[src/rtl/s_aes_pkg.sv]
// Shared types, constants and GF(2^4) / S-AES helper functions for the
// multi-cycle S-AES engine.
package s_aes_pkg;

  typedef enum logic [2:0] {
    ST_IDLE = 3'd0,
    ST_KEYX = 3'd1,
    ST_RND0 = 3'd2,
    ST_RND1 = 3'd3,
    ST_RND2 = 3'd4,
    ST_DONE = 3'd5
  } state_e;

  localparam logic       MODE_ENC = 1'b0;
  localparam logic       MODE_DEC = 1'b1;
  localparam logic [7:0] RCON1    = 8'h80;
  localparam logic [7:0] RCON2    = 8'h30;

  localparam logic [1:0] RSEL_0   = 2'd0;
  localparam logic [1:0] RSEL_1   = 2'd1;
  localparam logic [1:0] RSEL_2   = 2'd2;

  function automatic logic [3:0] sub_nib(input logic [3:0] n);
    case (n)
      4'h0: return 4'h9;  4'h1: return 4'h4;  4'h2: return 4'hA;  4'h3: return 4'hB;
      4'h4: return 4'hD;  4'h5: return 4'h1;  4'h6: return 4'h8;  4'h7: return 4'h5;
      4'h8: return 4'h6;  4'h9: return 4'h2;  4'hA: return 4'h0;  4'hB: return 4'h3;
      4'hC: return 4'hC;  4'hD: return 4'hE;  4'hE: return 4'hF;  4'hF: return 4'h7;
      default: return 4'h0;
    endcase
  endfunction

  function automatic logic [3:0] inv_sub_nib(input logic [3:0] n);
    case (n)
      4'h0: return 4'hA;  4'h1: return 4'h5;  4'h2: return 4'h9;  4'h3: return 4'hB;
      4'h4: return 4'h1;  4'h5: return 4'h7;  4'h6: return 4'h8;  4'h7: return 4'hF;
      4'h8: return 4'h6;  4'h9: return 4'h0;  4'hA: return 4'h2;  4'hB: return 4'h3;
      4'hC: return 4'hC;  4'hD: return 4'h4;  4'hE: return 4'hD;  4'hF: return 4'hE;
      default: return 4'h0;
    endcase
  endfunction

  function automatic logic [15:0] sub_word(input logic [15:0] s);
    return {sub_nib(s[15:12]), sub_nib(s[11:8]), sub_nib(s[7:4]), sub_nib(s[3:0])};
  endfunction

  function automatic logic [15:0] inv_sub_word(input logic [15:0] s);
    return {inv_sub_nib(s[15:12]), inv_sub_nib(s[11:8]), inv_sub_nib(s[7:4]), inv_sub_nib(s[3:0])};
  endfunction

  // Shift-and-add multiply, reducing by x^4+x+1 each time the operand overflows.
  function automatic logic [3:0] gf16_mul(input logic [3:0] a, input logic [3:0] b);
    logic [3:0] acc;
    logic [3:0] x;
    acc = 4'h0;
    x   = a;
    for (int i = 0; i < 4; i++) begin
      acc = acc ^ (b[i] ? x : 4'h0);
      x   = {x[2:0], 1'b0} ^ (x[3] ? 4'h3 : 4'h0);
    end
    return acc;
  endfunction

  function automatic logic [15:0] shift_row(input logic [15:0] s);
    return {s[15:12], s[3:0], s[7:4], s[11:8]};
  endfunction

  function automatic logic [15:0] mix_col(input logic [15:0] s);
    return {s[15:12] ^ gf16_mul(4'h4, s[11:8]), gf16_mul(4'h4, s[15:12]) ^ s[11:8],
            s[7:4]   ^ gf16_mul(4'h4, s[3:0]),  gf16_mul(4'h4, s[7:4])   ^ s[3:0]};
  endfunction

  function automatic logic [15:0] inv_mix_col(input logic [15:0] s);
    return {gf16_mul(4'h9, s[15:12]) ^ gf16_mul(4'h2, s[11:8]),
            gf16_mul(4'h2, s[15:12]) ^ gf16_mul(4'h9, s[11:8]),
            gf16_mul(4'h9, s[7:4])   ^ gf16_mul(4'h2, s[3:0]),
            gf16_mul(4'h2, s[7:4])   ^ gf16_mul(4'h9, s[3:0])};
  endfunction

  // Returns {k1, k2}; k0 is the cipher key itself.
  function automatic logic [31:0] key_expand(input logic [15:0] key);
    logic [7:0] w0, w1, w2, w3, w4, w5;
    w0 = key[15:8];
    w1 = key[7:0];
    w2 = w0 ^ RCON1 ^ {sub_nib(w1[3:0]), sub_nib(w1[7:4])};
    w3 = w2 ^ w1;
    w4 = w2 ^ RCON2 ^ {sub_nib(w3[3:0]), sub_nib(w3[7:4])};
    w5 = w4 ^ w3;
    return {w2, w3, w4, w5};
  endfunction

endpackage

[src/rtl/s_aes_engine_ctrl_round.sv]
// Combinational S-AES round unit shared by all three rounds; the caller
// selects the round and supplies the matching round key.
module s_aes_round_unit
  import s_aes_pkg::*;
(
  input  logic [15:0] i_state,
  input  logic [15:0] i_rkey,
  input  logic        i_mode,
  input  logic [1:0]  i_rsel,
  output logic [15:0] o_next
);

  // Round datapath selected by round index and direction.
  always_comb begin
    o_next = i_state;
    case (i_rsel)
      RSEL_0: o_next = i_state ^ i_rkey;
      RSEL_1: begin
        if (i_mode == MODE_ENC) begin
          o_next = mix_col(shift_row(sub_word(i_state))) ^ i_rkey;
        end else begin
          o_next = inv_mix_col(inv_sub_word(shift_row(i_state)) ^ i_rkey);
        end
      end
      RSEL_2: begin
        if (i_mode == MODE_ENC) begin
          o_next = shift_row(sub_word(i_state)) ^ i_rkey;
        end else begin
          o_next = inv_sub_word(shift_row(i_state)) ^ i_rkey;
        end
      end
      default: o_next = i_state;
    endcase
  end

endmodule

[src/rtl/s_aes_engine_ctrl.sv]
// Multi-cycle S-AES engine: valid/ready request in, key expansion, three
// rounds on one shared round unit, result held until the consumer takes it.
module s_aes_engine_ctrl
  import s_aes_pkg::*;
(
  input  logic        clk,
  input  logic        rst_n,
  input  logic        i_in_valid,
  output logic        o_in_ready,
  input  logic        i_in_mode,
  input  logic [15:0] i_in_key,
  input  logic [15:0] i_in_data,
  output logic        o_out_valid,
  input  logic        i_out_ready,
  output logic [15:0] o_out_data,
  output logic        o_busy
);

  state_e      r_fsm;
  logic        r_mode;
  logic [15:0] r_key;
  logic [15:0] r_data;
  logic [15:0] r_k0;
  logic [15:0] r_k1;
  logic [15:0] r_k2;
  logic [15:0] r_s;
  logic        r_in_ready;
  logic        r_out_valid;
  logic        r_busy;

  logic [1:0]  w_rsel;
  logic [15:0] w_round_in;
  logic [15:0] w_rkey;
  logic [15:0] w_round_out;
  logic [31:0] w_kx;

  assign w_kx = key_expand(r_key);

  // Round select and key routing; decrypt walks the key schedule backwards.
  always_comb begin
    w_rsel     = RSEL_0;
    w_round_in = r_s;
    w_rkey     = 16'h0000;
    case (r_fsm)
      ST_RND0: begin
        w_rsel     = RSEL_0;
        w_round_in = r_data;
        w_rkey     = (r_mode == MODE_ENC) ? r_k0 : r_k2;
      end
      ST_RND1: begin
        w_rsel = RSEL_1;
        w_rkey = r_k1;
      end
      ST_RND2: begin
        w_rsel = RSEL_2;
        w_rkey = (r_mode == MODE_ENC) ? r_k2 : r_k0;
      end
      default: begin
        w_rsel     = RSEL_0;
        w_round_in = r_s;
        w_rkey     = 16'h0000;
      end
    endcase
  end

  s_aes_round_unit u_round (
    .i_state (w_round_in),
    .i_rkey  (w_rkey),
    .i_mode  (r_mode),
    .i_rsel  (w_rsel),
    .o_next  (w_round_out)
  );

  // Control FSM with registered handshake and status outputs.
  always_ff @(posedge clk or negedge rst_n) begin
    if (!rst_n) begin
      r_fsm       <= ST_IDLE;
      r_mode      <= MODE_ENC;
      r_key       <= 16'h0000;
      r_data      <= 16'h0000;
      r_k0        <= 16'h0000;
      r_k1        <= 16'h0000;
      r_k2        <= 16'h0000;
      r_s         <= 16'h0000;
      r_in_ready  <= 1'b1;
      r_out_valid <= 1'b0;
      r_busy      <= 1'b0;
    end else begin
      case (r_fsm)
        ST_IDLE: begin
          if (i_in_valid) begin
            r_mode     <= i_in_mode;
            r_key      <= i_in_key;
            r_data     <= i_in_data;
            r_fsm      <= ST_KEYX;
            r_in_ready <= 1'b0;
            r_busy     <= 1'b1;
          end
        end
        ST_KEYX: begin
          r_k0  <= r_key;
          r_k1  <= w_kx[31:16];
          r_k2  <= w_kx[15:0];
          r_fsm <= ST_RND0;
        end
        ST_RND0: begin
          r_s   <= w_round_out;
          r_fsm <= ST_RND1;
        end
        ST_RND1: begin
          r_s   <= w_round_out;
          r_fsm <= ST_RND2;
        end
        ST_RND2: begin
          r_s         <= w_round_out;
          r_fsm       <= ST_DONE;
          r_out_valid <= 1'b1;
        end
        ST_DONE: begin
          if (i_out_ready) begin
            r_fsm       <= ST_IDLE;
            r_out_valid <= 1'b0;
            r_busy      <= 1'b0;
            r_in_ready  <= 1'b1;
          end
        end
        default: begin
          r_fsm       <= ST_IDLE;
          r_out_valid <= 1'b0;
          r_busy      <= 1'b0;
          r_in_ready  <= 1'b1;
        end
      endcase
    end
  end

  assign o_in_ready  = r_in_ready;
  assign o_out_valid = r_out_valid;
  assign o_out_data  = r_s;
  assign o_busy      = r_busy;

endmodule

[config.mk]
export PLATFORM = sky130hd
export DESIGN_NAME = s_aes_engine_ctrl
export DESIGN_NICKNAME = d
export VERILOG_FILES = /design/src/rtl/s_aes_pkg.sv /design/src/rtl/s_aes_engine_ctrl_round.sv /design/src/rtl/s_aes_engine_ctrl.sv
export SDC_FILE = /design/constraint.sdc
export NUM_CORES = 1
export LEC_CHECK = 0
export CAP_MARGIN = 20
export CORE_AREA = 2 2 133 135
export DETAILED_ROUTE_END_ITERATION = 10
export DIE_AREA = 0 0 135 137
export GPL_ROUTABILITY_DRIVEN = 0
export PLACE_DENSITY_LB_ADDON = 0.15
export SYNTH_ARGS = -nofsm -noshare
export SYNTH_HDL_FRONTEND = slang
export SYNTH_SLANG_ARGS = --single-unit
[constraint.sdc]
create_clock -name clk -period 3.8 [get_ports clk]
set_input_delay 0.57 -clock clk [delete_from_list [all_inputs] [get_ports clk]]
set_output_delay 0.57 -clock clk [all_outputs]
set_load 0.01 [all_outputs]
==> Yosys cells after proc, flatten, opt, wreduce, memory -nomap -nowiden <==
Memory sizes are Yosys's and may differ from the RTL's.
Cells that the tools add are included.
{ "op_classes": {"eq_ne": 9, "muxes": 98, "n_bitwise": 57, "reduce_logical": 9} }
{ "op_table": {"columns": ["op", "count"], "rows": [
  ["$mux W4", 44],
  ["$xor A4 B4 Y4", 44],
  ["$pmux W16 S3", 2],
  ["$mux W16", 5],
  ["$xor A16 B16 Y16", 5],
  ["$mux W3", 18],
  ["$mux W2", 16],
  ["$xor A8 B8 Y8", 4],
  ["$pmux W3 S6", 1],
  ["$pmux W1 S3", 3],
  ["$mux W1", 8],
  ["$reduce_or A4 Y1", 2],
  ["$eq A3 B2 Y1 const B", 2],
  ["$eq A3 B3 Y1 const B", 2],
  ["$reduce_and A2 Y1", 3],
  ["$ne A2 B2 Y1 const B", 2],
  ["$pmux W2 S2", 1],
  ["$eq A3 B1 Y1 const B", 1],
  ["$logic_not A3 Y1", 1],
  ["$not A1 Y1", 3],
  ["$reduce_and A3 Y1", 1],
  ["$reduce_or A3 Y1", 1],
  ["$eq A2 B1 Y1 const B", 1],
  ["$eq A2 B2 Y1 const B", 1],
  ["other kinds (2)", 2]
]} }
{ "totals": {"regBits": 103, "mem_bits_ro": 1280, "inputBits": 37, "word_cells": 204, "n_memories": 20} }
{ "mem_list": {"columns": ["memory", "depth", "word_bits", "read_ports", "rd_ports_with_merged_regs", "wr", "line", "source"], "rows": [
  ["(no name shown)", 16, 4, 1, 0, 0, "s_aes_pkg.sv:24", "case (n)"],
  ["(no name shown)", 16, 4, 1, 0, 0, "s_aes_pkg.sv:24", null],
  ["(no name shown)", 16, 4, 1, 0, 0, "s_aes_pkg.sv:24", null],
  ["(no name shown)", 16, 4, 1, 0, 0, "s_aes_pkg.sv:24", null],
  ["(no name shown)", 16, 4, 1, 0, 0, "s_aes_pkg.sv:24", null],
  ["(no name shown)", 16, 4, 1, 0, 0, "s_aes_pkg.sv:24", null],
  ["14 more memories", null, null, null, null, null, null, null]
]} }

==> Longest topological paths before layout <==
Gate-level depths: netlist of run 1.
An unclocked memory read counts as a cell.
{ "logic_depth": {"depth_word": 13, "depth_mapped": 17, "mapped_depth_nobuf": 14} }

==> Hierarchy <==
Synthesis of run 1 repeated with hierarchy kept, for this count alone.
{ "unflattened": {"cells_unflattened": 932, "area_unflattened_um2": 8587.0} }
{ "modules_own_cells": {"columns": ["mod", "n_inst", "cells_per_inst", "area_each_um2", "seq_area_each_um2"], "rows": [
  ["s_aes_engine_ctrl", 1, 559, 5739.3, 2578.7],
  ["s_aes_round_unit", 1, 373, 2847.7, 0.0]
]} }

==> Worst setup path before layout of run 1 <==
No wires, ideal clock.
{ "synth_timing": {"kind": "register -> register", "from": "register r_fsm[1]", "to": "register r_s[1], in the netlist o_out_data[1]", "arrival_ns": 3.314, "t_required_ns": 3.659, "slack_ns": 0.345, "stages_incl_launch_ff": 18, "period_less_slack_ns": 3.455, "path_cell_list": "dfrtp_1 > buf_4 > or3b_1 > buf_6 > buf_8 > buf_6 > clkbuf_1 > clkbuf_1 > nand2_1 > nand2_1 > inv_1 > ha_1 > mux2_2 > mux2i_1 > xor2_1 > xnor2_1 > xnor2_1 > o2111ai_1"} }
{ "synth_between": {"elab_chain_len": 13, "word_cells_on_any_way": 50, "classes_between": "eq/ne (5); mux (23); bitwise (14); reduce/logical (2); memory (6)"} }
{ "synth_rtl": {"columns": ["item", "line", "source"], "rows": [
  ["start: declaration", "s_aes_engine_ctrl.sv:19", "state_e r_fsm;"],
  ["start signal: assignment", "s_aes_engine_ctrl.sv:77", "r_fsm <= ST_IDLE;"],
  ["start signal: assignment", "s_aes_engine_ctrl.sv:95", "r_fsm <= ST_KEYX;"],
  ["start signal: assignment", "s_aes_engine_ctrl.sv:104", "r_fsm <= ST_RND0;"],
  ["$eq A3 B2 Y1", "s_aes_engine_ctrl.sv:44, s_aes_engine_ctrl.sv:89", null],
  ["$mux W16", "s_aes_engine_ctrl.sv:44", "case (r_fsm)"],
  ["$mem_v2 Z16 W4", null, null],
  ["$mux W4", "s_aes_engine_ctrl_round.sv:19", "if (i_mode == MODE_ENC) begin"],
  ["$mux W4", "s_aes_engine_ctrl_round.sv:16", "case (i_rsel)"],
  ["$xor A16 B16 Y16", "s_aes_engine_ctrl_round.sv:22", "o_next = inv_mix_col(inv_sub_word(shift_row(i_state)) ^ i_rkey);"],
  ["$mux W2", "s_aes_pkg.sv:58", "acc = acc ^ (b[i] ? x : 4'h0);"],
  ["$xor A4 B4 Y4 (3 in series)", "s_aes_pkg.sv:58", null],
  ["$xor A4 B4 Y4", "s_aes_pkg.sv:77", "gf16_mul(4'h2, s[7:4]) ^ gf16_mul(4'h9, s[3:0])};"],
  ["$mux W16", "s_aes_engine_ctrl_round.sv:19", null],
  ["$pmux W16 S3", "s_aes_engine_ctrl_round.sv:16", null],
  ["end signal: assignment", "s_aes_engine_ctrl.sv:107", "r_s <= w_round_out;"],
  ["end signal: assignment", "s_aes_engine_ctrl.sv:111", "r_s <= w_round_out;"],
  ["end signal: assignment", "s_aes_engine_ctrl.sv:115", "r_s <= w_round_out;"],
  ["end: declaration", "s_aes_engine_ctrl.sv:26", "logic [15:0] r_s;"]
]} }
Several ways; a longest one is shown, not always the timed one. The select of a mux whose other input is x is not followed.
A chain may end at the register's enable or synchronous reset.

==> Worst setup path in the final report of run 1 <==
{ "layout_timing": {"from": "register r_key[5]", "to": "register r_k2[4]"} }
{ "layout_between": {"elab_chain_len": 6} }
{ "layout_rtl": {"columns": ["item", "line", "source"], "rows": [
  ["start: declaration", "s_aes_engine_ctrl.sv:21", "logic [15:0] r_key;"],
  ["start signal: assignment", "s_aes_engine_ctrl.sv:93", "r_key <= i_in_key;"],
  ["$mem_v2 Z16 W4", null, null],
  ["$xor A8 B8 Y8", "s_aes_pkg.sv:85", "w2 = w0 ^ RCON1 ^ {sub_nib(w1[3:0]), sub_nib(w1[7:4])};"],
  ["$xor A8 B8 Y8", "s_aes_pkg.sv:86", "w3 = w2 ^ w1;"],
  ["via w_kx[16]", "s_aes_engine_ctrl.sv:35", "logic [31:0] w_kx;"],
  ["$mem_v2 Z16 W4", null, null],
  ["$xor A8 B8 Y8", "s_aes_pkg.sv:87", "w4 = w2 ^ RCON2 ^ {sub_nib(w3[3:0]), sub_nib(w3[7:4])};"],
  ["$xor A8 B8 Y8", "s_aes_pkg.sv:88", "w5 = w4 ^ w3;"],
  ["end signal: assignment", "s_aes_engine_ctrl.sv:103", "r_k2 <= w_kx[15:0];"],
  ["end: declaration", "s_aes_engine_ctrl.sv:25", "logic [15:0] r_k2;"]
]} }
The timed path passes the listed nets, and every way through them passes these cells.

==> results.toml, run 1 <==
[clocking]
cts_tree = "built"
cts_buffer_depth = 2
clock_latency_ns = 0.37
holdBufCountCts = 0
clk_pin_slew_ns = 0.08
numCtsBuffers = 9
clock-root-buffer = "clkbuf_16"
htreeDepth = 3
cts.sinks = 103

[sta]
tightest_slew_ns = 0.935
fmax_ghz = 0.282
finalCriticalPeriod_ns = 3.54
rsz0062_at_grt = "no"
fin_crit_sh_pct = 93.2
relSlewSlack_pct = 37.7
clock_skew_ns = 0.0102
hold_viol_final = 0
drv_slew = 0
setup_tns_ns = 0
setup_viol = 0

[synthesis]
seq_area_frac_synth_pct = 28.9
synth-main-ff-cell = "dfrtp_1"
yosysWarnings = 0
synth_cell_types = 72
avgSynthCellArea_sq_um = 9.02
ys_seq_elements = 103
synth_edf_count = 0
syn_inst = 991
synthArstFlopShare_pct = 100
syn-cell-area_sq_um = 8930
syn-num-nets = 1082

[finish]
nFillCells = 1563
final_cell_mix = "nand2_1, dfrtp_1, xnor2_1, o21ai_0"
antenna-diode-count = 0
multi_input_area_sq_um = 5940
synthToLayoutAreaGrowth_pct = 12.6
drive_above_1_share_pct = 12.5
ff_latch_area_sq_um = 2580
layout_commonest_cell = "nand2_1"
fin_nets = 1114

[min_path]
min_path_type = "primary input to asynchronous set/reset pin"

[drt]
via_per_inst = 5.92
drt_pass1_iterations = 5
postRouteAntennaNets = 0
wire_per_inst_um = 19.1
routed_wl_um = 23900
drt_iter0_drc = 527
via_count = 7412
drc = 0

[floorplan]
core_sq_um = 17100
die-area_sq_um = 18500
die_w_um = 135
initial_utilization_pct = 52.4
io_pins = 56
dieHeight_um = 137
core.rowCount = 48

[place]
port_buffers = 55
post-dp-hpwl_um = 17200

[global_routing]
busiest_layer = "met2"
met2_usage_pct = 44.6
grt_pass1_vias = 7117
grtUsageMet3_pct = 4.81
grt_use_total_pct = 26.9
antenna_found_initial = 0
grt_start_max_net_pins = 70
grt_use_met1_pct = 35.7
grt_pass1_wl_um = 38700
grt_overflow = 0

[setup_path]
cpMaxStageDelayCell = "dfrtp_1"
cp_slowest_stage_delay_ns = 0.55
end_kind = "flip-flop"
required_ns = 4.08
crit_type = "flip-flop to flip-flop"
cp.buffers_inverters = 2
crit_family = "multiplexers"
start_kind = "flip-flop"
critPathArrivalTime_ns = 3.82
path_max_fanout = 8
crit_chain = "inv_1 -> ha_1 -> mux4_2 -> xor2_1 -> xnor2_1 -> inv_1 -> ha_1 -> mux4_2 -> xnor2_1 -> o21ai_0"

[outcome]
outcome = "complete, no violations"

[run]
maxCapViolCount = 0
sequential cells by signal, indices dropped and copies added, names as in the netlist:
signal,flops
o_busy,1
o_in_ready,1
o_out_data,16
o_out_valid,1
r_data,16
r_fsm,3
r_k0,16
r_k1,16
r_k2,16
r_key,16
r_mode,1
final timing paths:
path                       startpoint   endpoint  slack, ns  cells past startpoint
max                          r_key[5]    r_k2[4]       0.26                     10
min                             rst_n  r_data[7]       0.34                      1
max reg2reg                  r_key[5]    r_k2[4]       0.26                     10
min reg2reg                  r_k0[15]   r_k0[15]       0.48                      2
max in group asynchronous       rst_n    r_k1[2]       2.64                      2
min in group clk             r_k0[15]   r_k0[15]       0.48                      2
stage by stage:
| step | hold WS (ns) | util (%) | cell area (sq um) | setup slack (ns) | cells |
|---|---|---|---|---|---|
| global placement | 0.462 | 57.1 | 9730 | 0.219 | 1237 |
| floorplan | 0.274 | - | 8930 | 0.345 | 991 |
| finish | 0.337 | 59.0 | 10100 | 0.260 | 1253 |
| detailed placement | 0.465 | 57.1 | 9730 | 0.193 | 1237 |
| global route | 0.416 | 59.0 | 10100 | 0.00835 | 1253 |
| CTS | 0.388 | 58.9 | 10000 | 0.170 | 1253 |
cells in the mapped netlist (all sizes together), types with 4 or more instances:
master  count  area (sq um)
nand2     139           522
dfrtp     102          2550
xnor2      80           701
o21ai      66           330
ha         54           676
xor2       49           429
clkbuf     48           180
mux2       42           477
mux2i      42           457
nor2       40           150
inv        33           124
a21oi      31           181
buf        22           138
nand2b     22           138
a221oi     21           190
nand3      19          95.1
nor2b      15          93.8
nor3b      14           110
o31ai      13          97.6
o22ai      12          75.1
mux4       11           252
nor3       11          55.1
nand3b      9          67.6
o211ai      9          67.6
o221ai      9          78.8
a221o       8          80.1
a211oi      6          45.0
o21a        6          45.0
a21o        5          37.5
and2        5          31.3
a22oi       4          30.0
timing repair:
| action | CTS | global route |
|---|---|---|
| resized for setup | 0 | 2 |
| buffers inserted | 0 | 0 |
| endpoints found under the hold margin | 0 | 0 |
| setup endpoints to repair | 0 | 7 |
metal layers:
| metal | wire (um) | vias up |
|---|---|---|
| li1 | - | 3540 |
| met1 | 10700 | 3580 |
| met2 | 11400 | 246 |
| met3 | 1200 | 46 |
| met4 | 657 | 0 |
| met5 | 0 | - |
kinds of logic after synthesis:
logic type / share of synthesized area [%]
XOR/XNOR: 13.4
adder cells (fa/ha/maj): 7.56
multiplexers: 13.3
flip-flops: 28.9
AND/OR/NAND/NOR: 15.4
AO/OA/AOI/OAI: 16.5
buffers and inverters: 4.99
final cells by class:
| cell class | count | share of cell area, % |
|---|---|---|
| Multi-Input combinational cell | 784 | 59.1 |
| Timing Repair Buffer | 91 | 8.13 |
| Sequential cell | 103 | 25.6 |
| Inverter | 34 | 1.27 |
| Tap cell | 225 | 2.80 |
| Clock buffer | 9 | 2.24 |
| Clock inverter | 7 | 0.870 |
Power of run 1 is not shown: default switching activity piles up to over one toggle a cycle in this logic, so the estimate is an artifact.
==> run 2, diff against run 1 <==
--- a/config.mk
+++ b/config.mk
@@ -6,11 +6,12 @@
 export NUM_CORES = 1
 export LEC_CHECK = 0
 export CAP_MARGIN = 20
-export CORE_AREA = 2 2 133 135
+export CORE_AREA = 2 2 122 124
 export DETAILED_ROUTE_END_ITERATION = 10
-export DIE_AREA = 0 0 135 137
+export DIE_AREA = 0 0 124 126
 export GPL_ROUTABILITY_DRIVEN = 0
 export PLACE_DENSITY_LB_ADDON = 0.15
 export SYNTH_ARGS = -nofsm -noshare
 export SYNTH_HDL_FRONTEND = slang
+export SYNTH_HIERARCHICAL = 1
 export SYNTH_SLANG_ARGS = --single-unit
==> constraint.sdc (replaced) <==
create_clock -name clk -period 3.92 [get_ports clk]
set_input_delay 0.588 -clock clk [delete_from_list [all_inputs] [get_ports clk]]
set_output_delay 0.588 -clock clk [all_outputs]
set_load 0.01 [all_outputs]
==> run 2 against run 1 <==
Compared with the run above: utilization increased by 8.5 points; count of clock-buffer cells in the layout increased by 1; register-to-register slack got worse by 0.10 ns; global-route usage increased by 1.9 points; non-clock buffer count decreased by 12; setup slack got worse by 0.10 ns; critical path depth increased by 4; highest routed layer unchanged.
==> results.toml, run 2 <==
[clocking]
cts.sinks = 103
clk_pin_slew_ns = 0.08
numCtsBuffers = 9
holdBufCountCts = 0
cts_tree = "built"
clock_latency_ns = 0.36
clock-root-buffer = "clkbuf_16"
htreeDepth = 3
cts_buffer_depth = 2

[synthesis]
synth_xor_area_share_pct = 13.1
synth_cell_types = 72
synth_compound_area_share_pct = 19.7
synth_most_common_cell = "nand2_1"
synth.top_cells.by_count = "nand2_1, dfrtp_1, mux2_2"
synth_adder_area_share_pct = 6.70
synth-main-ff-cell = "dfrtp_1"
yosysWarnings = 6
seq_area_frac_synth_pct = 30.0
synthSimpleGateAreaFrac_pct = 11.6
synth_top_family_by_area = "compound AO/OA/AOI/OAI gates"
syn-cell-area_sq_um = 8590
avgSynthCellArea_sq_um = 9.21
syn-num-nets = 1015
synth_top_cell_area_share_pct = 29.7
syn_inst = 932
ys_seq_elements = 103
synth_edf_count = 0
synthArstFlopShare_pct = 100
muxShareOfSynthArea_pct = 13.8
synth.area.top_cells = "dfrtp_1, mux2_2, ha_1, xnor2_1, nand2_1"
synth.largest_area_cell = "dfrtp_1"

[drt]
routed_wl_um = 21400
drt_pass1_iterations = 5
wire_per_inst_um = 18.6
drc = 0
drt_iter0_drc = 616
postRouteAntennaNets = 0
via_per_inst = 5.99
via_count = 6893

[finish]
antenna-diode-count = 0
layout_commonest_cell = "nand2_1"
final_cell_mix = "nand2_1, dfrtp_1, mux2_2, xnor2_1, o21ai_0"
drive_above_1_share_pct = 15.6
nFillCells = 1215
fin_nets = 1045
synthToLayoutAreaGrowth_pct = 12.6

[sta]
fmax_ghz = 0.266
relSlewSlack_pct = 33.3
tightest_slew_ns = 0.998
drv_slew = 0
rsz0062_at_grt = "no"
finalCriticalPeriod_ns = 3.76
hold_viol_final = 0
whs_ns = 0.0616
fin_crit_sh_pct = 95.9
setup_tns_ns = 0
clock_skew_ns = 0.00866
setup_viol = 0

[setup_path]
r2r_start = "r_fsm[0]"
start_kind = "flip-flop"
worstSetupStartpoint = "r_fsm[0]"
end_kind = "flip-flop"
critPathArrivalTime_ns = 4.01
crit_type = "flip-flop to flip-flop"
path_max_fanout = 10
required_ns = 4.17

[global_routing]
grt_use_total_pct = 28.8
grt_pass1_wl_um = 35100
grt_pass1_vias = 6641
antenna_found_initial = 0
grt_start_max_net_pins = 78
grt_overflow = 0

[place]
post-dp-hpwl_um = 15400
port_buffers = 55

[floorplan]
io_pins = 56
die-area_sq_um = 15600
die_w_um = 124
core_sq_um = 14300
initial_utilization_pct = 60.0
dieHeight_um = 126
core.rowCount = 44

[run]
maxCapViolCount = 0

[outcome]
outcome = "complete, no violations"

[min_path]
min_path_type = "primary input to asynchronous set/reset pin"
-- run 2: cell count changes in the layout (fill, tap and decap cells not counted), sizes merged, moves of 16 or more --
cell	previous run	this run
a21o	5	21
a21oi	31	51
mux2	42	68
mux2i	42	17
nand2	139	104
-- run 2: what timing repair did --
| item | in CTS | in global routing |
|---|---|---|
| setup endpoints to repair | 0 | 11 |
| gates resized for setup | 0 | 6 |
| buffers inserted | 0 | 0 |
-- run 2: cell type report --
type	count	area (sq um)	area share, %
clock buffers	10	229	2.37
multi-input cells	724	5620	58.1
clock inverters	6	65.1	0.673
repair buffers	79	773	8.00
inverters	45	169	1.75
well taps	184	230	2.38
flip-flops and latches	103	2580	26.7
-- run 2: logic make-up after synthesis --
| logic type | Yosys count |
|---|---|
| flip-flops | 103 |
| buffers and inverters | 105 |
| XOR/XNOR | 116 |
| adder cells (fa/ha/maj) | 46 |
| multiplexers | 96 |
| AND/OR/NAND/NOR | 215 |
| AO/OA/AOI/OAI | 251 |
-- run 2: worst paths after layout --
kind,endpoint,slack [ns],depth (start not counted)
worst max-delay path,o_out_data[1],0.16,14
worst min-delay path,o_out_valid,0.06,1
worst max register to register,o_out_data[1],0.16,14
worst min register to register,r_k1[11],0.48,2
max in group asynchronous,r_k2[7],3.02,3
min in group clk,r_k1[11],0.48,2
-- run 2: per-stage QoR --
| stage | worst slack [ns] | cells | area, sq um | util [%] |
|---|---|---|---|---|
| finish | 0.160 | 1151 | 9670 | 67.5 |
| global route | 0.00595 | 1151 | 9670 | 67.5 |
| CTS | 0.0785 | 1150 | 9610 | 67.1 |
| detailed placement | 0.111 | 1134 | 9320 | 65.1 |
| global placement | 0.128 | 1134 | 9320 | 65.1 |
| floorplan | 0.0290 | 932 | 8590 | - |
-- run 2: layer usage --
metal | up-vias | track usage, % | wire [um]
met4 | 0 | 10.9 | 719
met3 | 45 | 4.21 | 821
met5 | - | 0 | 0
met2 | 175 | 45.0 | 9970
li1 | 3359 | - | -
met1 | 3314 | 40.4 | 9880
-- run 2: worst max-delay path, cell delays in order, from the launching register on --
cell and delay [ns]:
dfrtp_1 0.43, inv_1 0.15, and2_4 0.26, buf_4 0.22
mux2_2 0.45, inv_1 0.15, ha_1 0.19, or3b_2 0.44
o221ai_1 0.11, xor2_1 0.26, nor2_1 0.07, nor3_1 0.24
a21oi_1 0.07, a211o_1 0.34, mux2_2 0.26
Power of run 2 is left out for the same reason.
